File: config.mk
export PLATFORM = sky130hd
export DESIGN_NAME = cp0_ctrl
export DESIGN_NICKNAME = d
export VERILOG_FILES = /design/src/rtl/cp0_ctrl.sv
export SDC_FILE = /design/constraint.sdc
export NUM_CORES = 1
export LEC_CHECK = 0
export CORE_ASPECT_RATIO = 0.75
export CORE_MARGIN = 1.5
export CORE_UTILIZATION = 30
export CTS_CLUSTER_SIZE = 10
export DETAILED_ROUTE_END_ITERATION = 8
export PLACE_DENSITY = 0.59
export SYNTH_ARGS = -nofsm -noshare
export SYNTH_HDL_FRONTEND = slang
export SYNTH_SLANG_ARGS = --single-unit
File: constraint.sdc
create_clock -name clk -period 2.6 [get_ports clk]
set_input_delay 0.26 -clock clk [delete_from_list [all_inputs] [get_ports clk]]
set_output_delay 0.26 -clock clk [all_outputs]
set_load 0.01 [all_outputs]
File: src/rtl/cp0_ctrl.sv
// CP0 exception/interrupt controller beside M: SR/Cause/EPC/PRId, mtc0/mfc0, eret, flush request.
// Optional macro CP0_EPC_FWD_EN: epc_out forwards a same-cycle EPC write or capture.
module cp0_ctrl #(
    parameter logic [31:0] PRID       = 32'h2023_0701,
    parameter logic [31:0] HANDLER_PC = 32'h0000_4180
) (
    input  logic        clk,
    input  logic        reset,
    input  logic        en,
    input  logic [4:0]  cp0_addr,
    input  logic [31:0] cp0_wdata,
    output logic [31:0] cp0_rdata,
    input  logic [31:0] vpc_in,
    input  logic        bd_in,
    input  logic [4:0]  exc_code_in,
    input  logic        eret_in,
    input  logic [5:0]  hw_int,
    output logic        req,
    output logic [31:0] epc_out,
    output logic [31:0] handler_pc
);

    logic [5:0]  im_q, im_d;
    logic        exl_q, exl_d;
    logic        ie_q, ie_d;
    logic        bd_q, bd_d;
    logic [5:0]  ip_q;
    logic [4:0]  exc_q, exc_d;
    logic [31:2] epc_q, epc_d;

    logic        int_req;
    logic        exc_req;
    logic [31:0] epc_cap;
    logic [31:0] sr_val;
    logic [31:0] cause_val;
    logic [31:0] epc_val;

    assign int_req = (|(hw_int & im_q)) & ie_q & ~exl_q;
    assign exc_req = (exc_code_in != 5'd0) & ~exl_q;
    assign req     = int_req | exc_req;

    // Victim PC: a delay-slot instruction restarts at its branch.
    assign epc_cap = bd_in ? (vpc_in - 32'd4) : vpc_in;

    assign sr_val    = {16'd0, im_q, 8'd0, exl_q, ie_q};
    assign cause_val = {bd_q, 15'd0, ip_q, 3'd0, exc_q, 2'b00};
    assign epc_val   = {epc_q, 2'b00};

    always_comb begin
        im_d  = im_q;
        exl_d = exl_q;
        ie_d  = ie_q;
        bd_d  = bd_q;
        exc_d = exc_q;
        epc_d = epc_q;
        if (req) begin
            exl_d = 1'b1;
            exc_d = int_req ? 5'd0 : exc_code_in;
            bd_d  = bd_in;
            epc_d = epc_cap[31:2];
        end else if (eret_in) begin
            exl_d = 1'b0;
        end else if (en) begin
            case (cp0_addr)
                5'd12: begin
                    im_d  = cp0_wdata[15:10];
                    exl_d = cp0_wdata[1];
                    ie_d  = cp0_wdata[0];
                end
                5'd14:   epc_d = cp0_wdata[31:2];
                default: ;
            endcase
        end
    end

    always_ff @(posedge clk) begin
        if (reset) begin
            im_q  <= '0;
            exl_q <= 1'b0;
            ie_q  <= 1'b0;
            bd_q  <= 1'b0;
            ip_q  <= '0;
            exc_q <= '0;
            epc_q <= '0;
        end else begin
            im_q  <= im_d;
            exl_q <= exl_d;
            ie_q  <= ie_d;
            bd_q  <= bd_d;
            ip_q  <= hw_int;
            exc_q <= exc_d;
            epc_q <= epc_d;
        end
    end

    always_comb begin
        case (cp0_addr)
            5'd12:   cp0_rdata = sr_val;
            5'd13:   cp0_rdata = cause_val;
            5'd14:   cp0_rdata = epc_val;
            5'd15:   cp0_rdata = PRID;
            default: cp0_rdata = 32'd0;
        endcase
    end

`ifdef CP0_EPC_FWD_EN
    always_comb begin
        epc_out = epc_val;
        if (req)
            epc_out = {epc_cap[31:2], 2'b00};
        else if (en && (cp0_addr == 5'd14))
            epc_out = {cp0_wdata[31:2], 2'b00};
    end
`else
    assign epc_out = epc_val;
`endif

    assign handler_pc = HANDLER_PC;

endmodule

=== After elaboration in Yosys (flattened, before gate mapping) ===
Index checks and enable logic that the tools add are counted.

* Register bits after elaboration: 50
* Output and inout port bits: 97
* Word-level logic and storage cells: 41
* Input port bits: 85

* Equal/unequal tests: 5
* Muxes and demuxes: 11
* Reductions and logical operators: 9
* Add/subtract/negate cells: 1
* Bitwise logic cells: 8

{| class="wikitable"
|+ Operators by type and width
! operator !! number
|-
| $pmux W32 S4 || 1
|-
| $mux W30 || 4
|-
| $mux W32 || 1
|-
| $sub A32 B3 Y32 const B || 1
|-
| $eq A5 B4 Y1 const B || 4
|-
| $and A6 B6 Y6 || 1
|-
| $reduce_bool A3 Y1 || 2
|-
| $reduce_or A6 Y1 || 1
|-
| $mux W5 || 1
|-
| $reduce_bool A5 Y1 || 1
|-
| $mux W1 || 4
|-
| $reduce_and A4 Y1 || 1
|-
| $reduce_bool A2 Y1 || 2
|-
| $and A1 B1 Y1 || 3
|-
| $not A1 Y1 || 3
|-
| $reduce_and A3 Y1 || 1
|-
| $ne A2 B1 Y1 const B || 1
|-
| $reduce_and A2 Y1 || 1
|-
| $or A1 B1 Y1 || 1
|}

=== Logic depth before layout (Yosys ltp) ===
Gate-level depths: netlist (run 1).

* Word-level depth: 7
* Depth in mapped cells: 7
* Gate-level depth less buffers: 6

=== Worst setup path after synthesis (run 1) ===
OpenSTA, ideal clock, no wires.

* Path kind: input to register
* From: in vpc_in[22]
* To: reg epc_q[25] (netlist bit)
* Data required time: 2.526 ns
* Path slack: 0.664 ns
* Stages on the path: 5
* Arrival time: 1.861 ns
* Library setup time: 0.074 ns
* Buffers on the path: 1
* Cell sequence: or4_1 > buf_2 > or3_1 > or4_1 > a31oi_1

* Cells in the longest elaborated chain, start to end: 3

{| class="wikitable"
|+ Ends and longest elaborated chain
! what !! line !! source
|-
| from (decl) || 13 || <nowiki>input logic [31:0] vpc_in,</nowiki>
|-
| $sub A32 B3 Y32 || 43 || <nowiki>assign epc_cap = bd_in ? (vpc_in - 32'd4) : vpc_in;</nowiki>
|-
| $mux W32 || 43 ||
|-
| $mux W30 || 56 || <nowiki>if (req) begin</nowiki>
|-
| to (signal assigned) || 92 || <nowiki>epc_q <= epc_d;</nowiki>
|-
| to (decl) || 29 || <nowiki>logic [31:2] epc_q, epc_d;</nowiki>
|}

Every way passes these cells.
A chain may end at the register's enable or synchronous reset.

=== Final worst setup path (run 1) ===
* From: in cp0_addr[0]
* To: out cp0_rdata[0]

* Cells in the longest elaborated chain, start to end: 2
* Elaborated cells on any way between the ends: 5
* Those cells by class: 4 x eq/ne; 1 x mux

{| class="wikitable"
|+ Ends and longest elaborated chain
! what !! line !! source
|-
| from (decl) || 10 || <nowiki>input logic [4:0] cp0_addr,</nowiki>
|-
| $eq A5 B4 Y1 || 97 || <nowiki>case (cp0_addr)</nowiki>
|-
| $pmux W32 S4 (*) || 97 ||
|-
| to (decl) || 12 || <nowiki>output logic [31:0] cp0_rdata,</nowiki>
|}

Mark *: on every way between the ends. The rest lies on a longest branch, timed or not.

==> impl_metrics.csv, run 1 <==
group,metric,value,unit
setup_path,cp-start-kind,"input pin",
setup_path,crit_path_end_kind,"primary output",
synth,synth_top_flop_cell,"dfxtp_1",
final_layout,drive_above_1_share,0.102,
setup_path,cp.required,2.34,ns
routing,drt-total-wl,14.4,mm
routing,via_count,4302,
synth,synthArstFlopShare,0,
synth,synth_cell_types,53,
power,clockPowerShare,0.306,
power,comb_power_share,0.292,
setup_path,path_class,"input pin to primary output",
synth,syn-cell-area,3820,µm²
place,dp_hpwl,10.6,mm
power,power.share.switching,0.305,
floorplan,num_rows,35,
routing,drt_pass1_iterations,5,
synth,synth-edff-count,0,
clock_tree,cts_max_path_buffers,2,
place,place_congestion,0.858,
clock_tree,ctsHoldBuffers,0,
power,p_switching,0.663,mW
floorplan,die_w,133,µm
timing,slew_headroom,0.608,
timing,finClkSkew,0.00555,ns
floorplan,dieHeight,101,µm
final_layout,layout.nets,700,
clock_tree,cts_buffers,5,
floorplan,start_util,0.309,
floorplan,io_pins,182,
grt,grt_pass1_wl,22.6,mm
grt,grtUsageTotal,0.212,
power,leakage,1.97,nW
timing,timing.fmax,407,MHz
setup_path,arrival,2.20,ns
min_path,min_path_cells,2,
place,preCtsSetupSlack,0.173,ns
routing,postRouteAntennaNets,0,
clock_tree,cts_tree,"yes",
timing,finalMaxSlewViolations,0,
timing,worst_slack,0.141,ns
power,seqPwrFrac,0.402,
final_layout,final_common_cell,"clkdlybuf4s50_1",
grt,grt_max_degree,34,
synth,syn_avg_cell_area,8.00,µm²
outcome,status,"complete, no violations",
final_layout,syn2layout_area_growth,46.5,%
timing,fin_crit,2.46,ns
run,drv_cap,0,
routing,drc,0,
timing,rsz0062_at_grt,"no",
synth,ys_warn_count,0,
timing,tightest_slew,0.573,ns
power,internal_power,1.51,mW
timing,setup_violations,0,
grt,gr-total-overflow,0,
power,irDropWorstVdd,0.213,mV
clock_tree,clockRootBuffer,"clkbuf_16",
synth,synth_cells,477,
final_layout,diodes,0,
clock_tree,path_clk_slew,0.07,ns
setup_path,crit_fanout,7,
synth,seq_area_frac_synth,0.262,
timing,finalHoldViolations,0,
routing,initialDrtViolationCount,352,
clock_tree,insertion_delay,0.29,ns
clock_tree,cts_resized,0,
synth,synth-seq-cells,50,
clock_tree,cts_setup_buffers,0,
place,io_buffers,145,
grt,antenna_found_initial,0,
clock_tree,clock_sinks,50,
floorplan,die_area,13400,µm²
floorplan,core,12300,µm²
min_path,hold_class,"flip-flop to flip-flop",
clock_tree,htree_num_levels,2,
final_layout,layout_common_cells,"145 x clkdlybuf4s50_1, 50 x dfxtp_1, 35 x nor2_1",
routing,wl_per_cell,18.5,µm
timing,tns,0,ns
setup_path,r2r_cells,5,
grt,grt_pass1_vias,4081,
power,power_density,388,nW/µm²
timing,finalCritPeriodShare,0.946,
routing,viasPerCell,5.51,
==> logic make-up after synthesis <==
logic type,count (synthesis),synth area share
AOI/OAI and AO/OA,128,0.254
xor gates and xnor gates,6,0.0138
adders and majority gates,1,0.00328
buffers and inverters,88,0.120
DFF,50,0.262
muxes,23,0.0606
other,2,0.00197
and+or+nand+nor,179,0.284
==> flip-flops by register name (all words and copies together) (netlist names) <==
| register | count |
|---|---|
| bd_q | 1 |
| exc_q | 5 |
| ip_q | 6 |
| ie_q | 1 |
| exl_q | 1 |
| epc_q | 30 |
| im_q | 6 |
==> power by group through the flow <==
stage / combinational (mW) / sequential, mW / clock [mW]
after floorplan: 0.304 / 0.892 / 0
after global placement: 0.623 / 0.888 / 0
after detailed placement: 0.629 / 0.890 / 0
after CTS: 0.632 / 0.873 / 0.678
after global routing: 0.687 / 0.880 / 0.710
final: 0.635 / 0.873 / 0.664
==> metal layers <==
| metal | vias to the layer above | part of all wire | global-route usage |
|---|---|---|---|
| met5 | - | 0 | 0 |
| met4 | 0 | 0.0078 | 0.0393 |
| met3 | 11 | 0.076 | 0.0387 |
| met2 | 182 | 0.43 | 0.330 |
| met1 | 2053 | 0.49 | 0.306 |
| li1 | 2056 | - | - |
==> worst max-delay path: stages <==
cell and delay (ns):
clkdlybuf4s50_1 0.59, buf_4 0.26, nor2_1 0.25, nand2_1 0.10
a21oi_1 0.18, clkdlybuf4s50_1 0.56
==> worst paths after layout <==
kind          startpoint           end  slack (ns)
max          cp0_addr[0]  cp0_rdata[0]        0.14
min              im_q[0]       im_q[0]        0.48
max reg2reg      im_q[3]      exc_q[1]        0.64
min reg2reg      im_q[0]       im_q[0]        0.48
==> cell usage after synthesis (12+ instances only) <==
master	number	area, µm²
a211oi_1	17	128
a21oi_1	13	65.1
a31oi_1	15	93.8
and3_1	14	87.6
and4_1	21	184
buf_4	34	255
clkbuf_1	44	165
dfxtp_1	50	1000
mux2i_1	22	220
nand2_1	23	86.3
nor2_1	35	131
nor4_1	16	100
o31a_1	23	201
o31ai_1	12	90.1
o41ai_1	17	149
or4_1	12	90.1
==> area by class of cell <==
cell class | instances | area (µm²)
Inverter | 7 | 26.3
Tap cell | 166 | 208
Clock buffer | 5 | 125
Clock inverter | 3 | 21.3
Fill cell | 1242 | 6760
Timing Repair Buffer | 179 | 1710
Sequential cell | 50 | 1000
Multi-Input combinational cell | 371 | 2510
==> stage by stage <==
stage / hold slack, ns / instance area (µm²) / std cells / power [mW] / utilization
6_report: 0.485 / 5590 / 781 / 2.17 / 0.453
5_1_grt: 0.512 / 5590 / 781 / 2.28 / 0.453
4_1_cts: 0.485 / 5590 / 781 / 2.18 / 0.453
3_5_place_dp: 0.471 / 5450 / 773 / 1.52 / 0.441
3_3_place_gp: 0.457 / 5450 / 773 / 1.51 / 0.441
2_1_floorplan: 0.388 / 3940 / 509 / 1.20 / -
No activity file was read; power rests on OpenSTA's default activity.
==> inputs of run 2 (changes only) <==
--- a/config.mk
+++ b/config.mk
@@ -5,11 +5,14 @@
 export SDC_FILE = /design/constraint.sdc
 export NUM_CORES = 1
 export LEC_CHECK = 0
+export CAP_MARGIN = 25
 export CORE_ASPECT_RATIO = 0.75
 export CORE_MARGIN = 1.5
 export CORE_UTILIZATION = 30
+export CTS_BUF_LIST = sky130_fd_sc_hd__clkbuf_16
 export CTS_CLUSTER_SIZE = 10
 export DETAILED_ROUTE_END_ITERATION = 8
+export MAX_ROUTING_LAYER = met4
 export PLACE_DENSITY = 0.59
 export SYNTH_ARGS = -nofsm -noshare
 export SYNTH_HDL_FRONTEND = slang
==> impl_metrics.csv, run 2 (same netlist as run 1, synthesis figures left out) <==
group,metric,value,unit
outcome,status,"complete, no violations",
final_layout,final_common_cell,"clkdlybuf4s50_1",
final_layout,largest_reg_flops,30,
floorplan,die_area,13400,µm²
routing,initialDrtViolationCount,307,
setup_path,crit_fanout,26,
final_layout,top_register,"epc_q",
routing,drt_pass1_iterations,5,
floorplan,dieHeight,101,µm
floorplan,core,12300,µm²
timing,tightest_slew,0.771,ns
power,irDropWorstVdd,0.291,mV
min_path,hold_class,"flip-flop to flip-flop",
grt,grt_busiest_layer,"met2",
grt,use_met1,0.313,
setup_path,arrival,2.19,ns
clock_tree,path_clk_slew,0.07,ns
grt,grt_use_met3,0.0407,
floorplan,io_pins,182,
grt,grtUsageTotal,0.226,
power,p_switching,0.673,mW
final_layout,drive_above_1_share,0.105,
timing,timing.fmax,408,MHz
power,power_density,387,nW/µm²
floorplan,start_util,0.309,
grt,grt_pass1_vias,4085,
power,leakage,1.99,nW
run,drv_cap,0,
final_layout,layout_common_cells,"145 x clkdlybuf4s50_1, 50 x dfxtp_1, 36 x buf_4",
place,io_buffers,145,
routing,drc,0,
final_layout,syn2layout_area_growth,47.5,%
timing,worst_slack,0.146,ns
floorplan,num_rows,35,
power,power.share.switching,0.308,
routing,postRouteAntennaNets,0,
clock_tree,cts_max_path_buffers,2,
final_layout,top_regs,"epc_q (30), im_q (6), ip_q (6)",
timing,finalCritPeriodShare,0.944,
timing,finalHoldViolations,0,
timing,setup_violations,0,
place,dp_hpwl,11.2,mm
min_path,min_path_cells,2,
routing,drt-total-wl,15.1,mm
final_layout,layout.nets,703,
routing,viasPerCell,5.53,
timing,slew_headroom,0.485,
place,placed_area,5480,µm²
clock_tree,ctsHoldBuffers,0,
power,comb_power_share,0.296,
routing,via_count,4339,
timing,tns,0,ns
routing,wl_per_cell,19.2,µm
place,place_congestion,0.863,
grt,grt_max_degree,34,
clock_tree,htree_num_levels,2,
place,preCtsSetupSlack,0.0776,ns
power,clockPowerShare,0.303,
clock_tree,cts_buffers,5,
clock_tree,insertion_delay,0.29,ns
clock_tree,clockRootBuffer,"clkbuf_16",
timing,finClkSkew,0.00523,ns
setup_path,crit_path_end_kind,"primary output",
final_layout,diodes,0,
grt,antenna_found_initial,0,
timing,fin_crit,2.45,ns
timing,rsz0062_at_grt,"no",
floorplan,die_w,133,µm
grt,grt_pass1_wl,23.0,mm
setup_path,r2r_cells,6,
final_layout,fin_area,5630,µm²
setup_path,cp-start-kind,"input pin",
clock_tree,cts_tree,"yes",
timing,finalMaxSlewViolations,0,
grt,gr-total-overflow,0,
grt,grt_use_met2,0.342,
power,seqPwrFrac,0.401,
setup_path,cp.required,2.34,ns
clock_tree,clock_sinks,50,
power,internal_power,1.51,mW
setup_path,path_class,"input pin to primary output",
==> run 2: final timing paths <==
check	from	to	slack [ns]
worst max-delay path	cp0_addr[0]	cp0_rdata[28]	0.15
worst min-delay path	im_q[5]	im_q[5]	0.48
worst max register to register	im_q[0]	im_q[3]	0.70
worst min register to register	im_q[5]	im_q[5]	0.48
==> run 2: metrics by stage <==
step | hold slack, ns | util | instances | power, mW
5_1_grt | 0.513 | 0.456 | 784 | 2.28
2_1_floorplan | 0.388 | - | 509 | 1.20
3_5_place_dp | 0.470 | 0.444 | 776 | 1.53
3_3_place_gp | 0.457 | 0.444 | 776 | 1.52
6_report | 0.483 | 0.456 | 784 | 2.18
4_1_cts | 0.481 | 0.455 | 784 | 2.19
==> run 2: power by group through the flow <==
| stage | registers [mW] | logic, mW | clock network [mW] |
|---|---|---|---|
| floorplan | 0.892 | 0.304 | 0 |
| global placement | 0.889 | 0.630 | 0 |
| detailed placement | 0.891 | 0.637 | 0 |
| CTS | 0.873 | 0.640 | 0.672 |
| global route | 0.881 | 0.692 | 0.709 |
| finish | 0.874 | 0.645 | 0.661 |
==> run 2: area by class of cell <==
class / instances / area (µm²)
multi-input cells: 371 / 2510
inverters: 7 / 26.3
clock inverters: 3 / 16.3
repair buffers: 182 / 1740
well taps: 166 / 208
flip-flops and latches: 50 / 1000
clock buffers: 5 / 125
fillers: 1249 / 6720
==> run 2: timing repair <==
| action | in CTS | in global routing |
|---|---|---|
| endpoints found under the setup margin | 0 | 4 |
| setup buffers | 0 | 0 |
| resized for setup | 0 | 1 |
==> run 2: layer usage <==
metal  vias up  share of wire
li1       2063              -
met5         -              0
met1      2074           0.48
met2       187           0.44
met3        15          0.069
met4         0          0.012
==> run 2: worst max-delay path: stages <==
cell and delay, ns:
clkdlybuf4s50_1 0.60, nor2b_4 0.29, buf_4 0.31, and3_1 0.20, clkdlybuf4s50_1 0.53
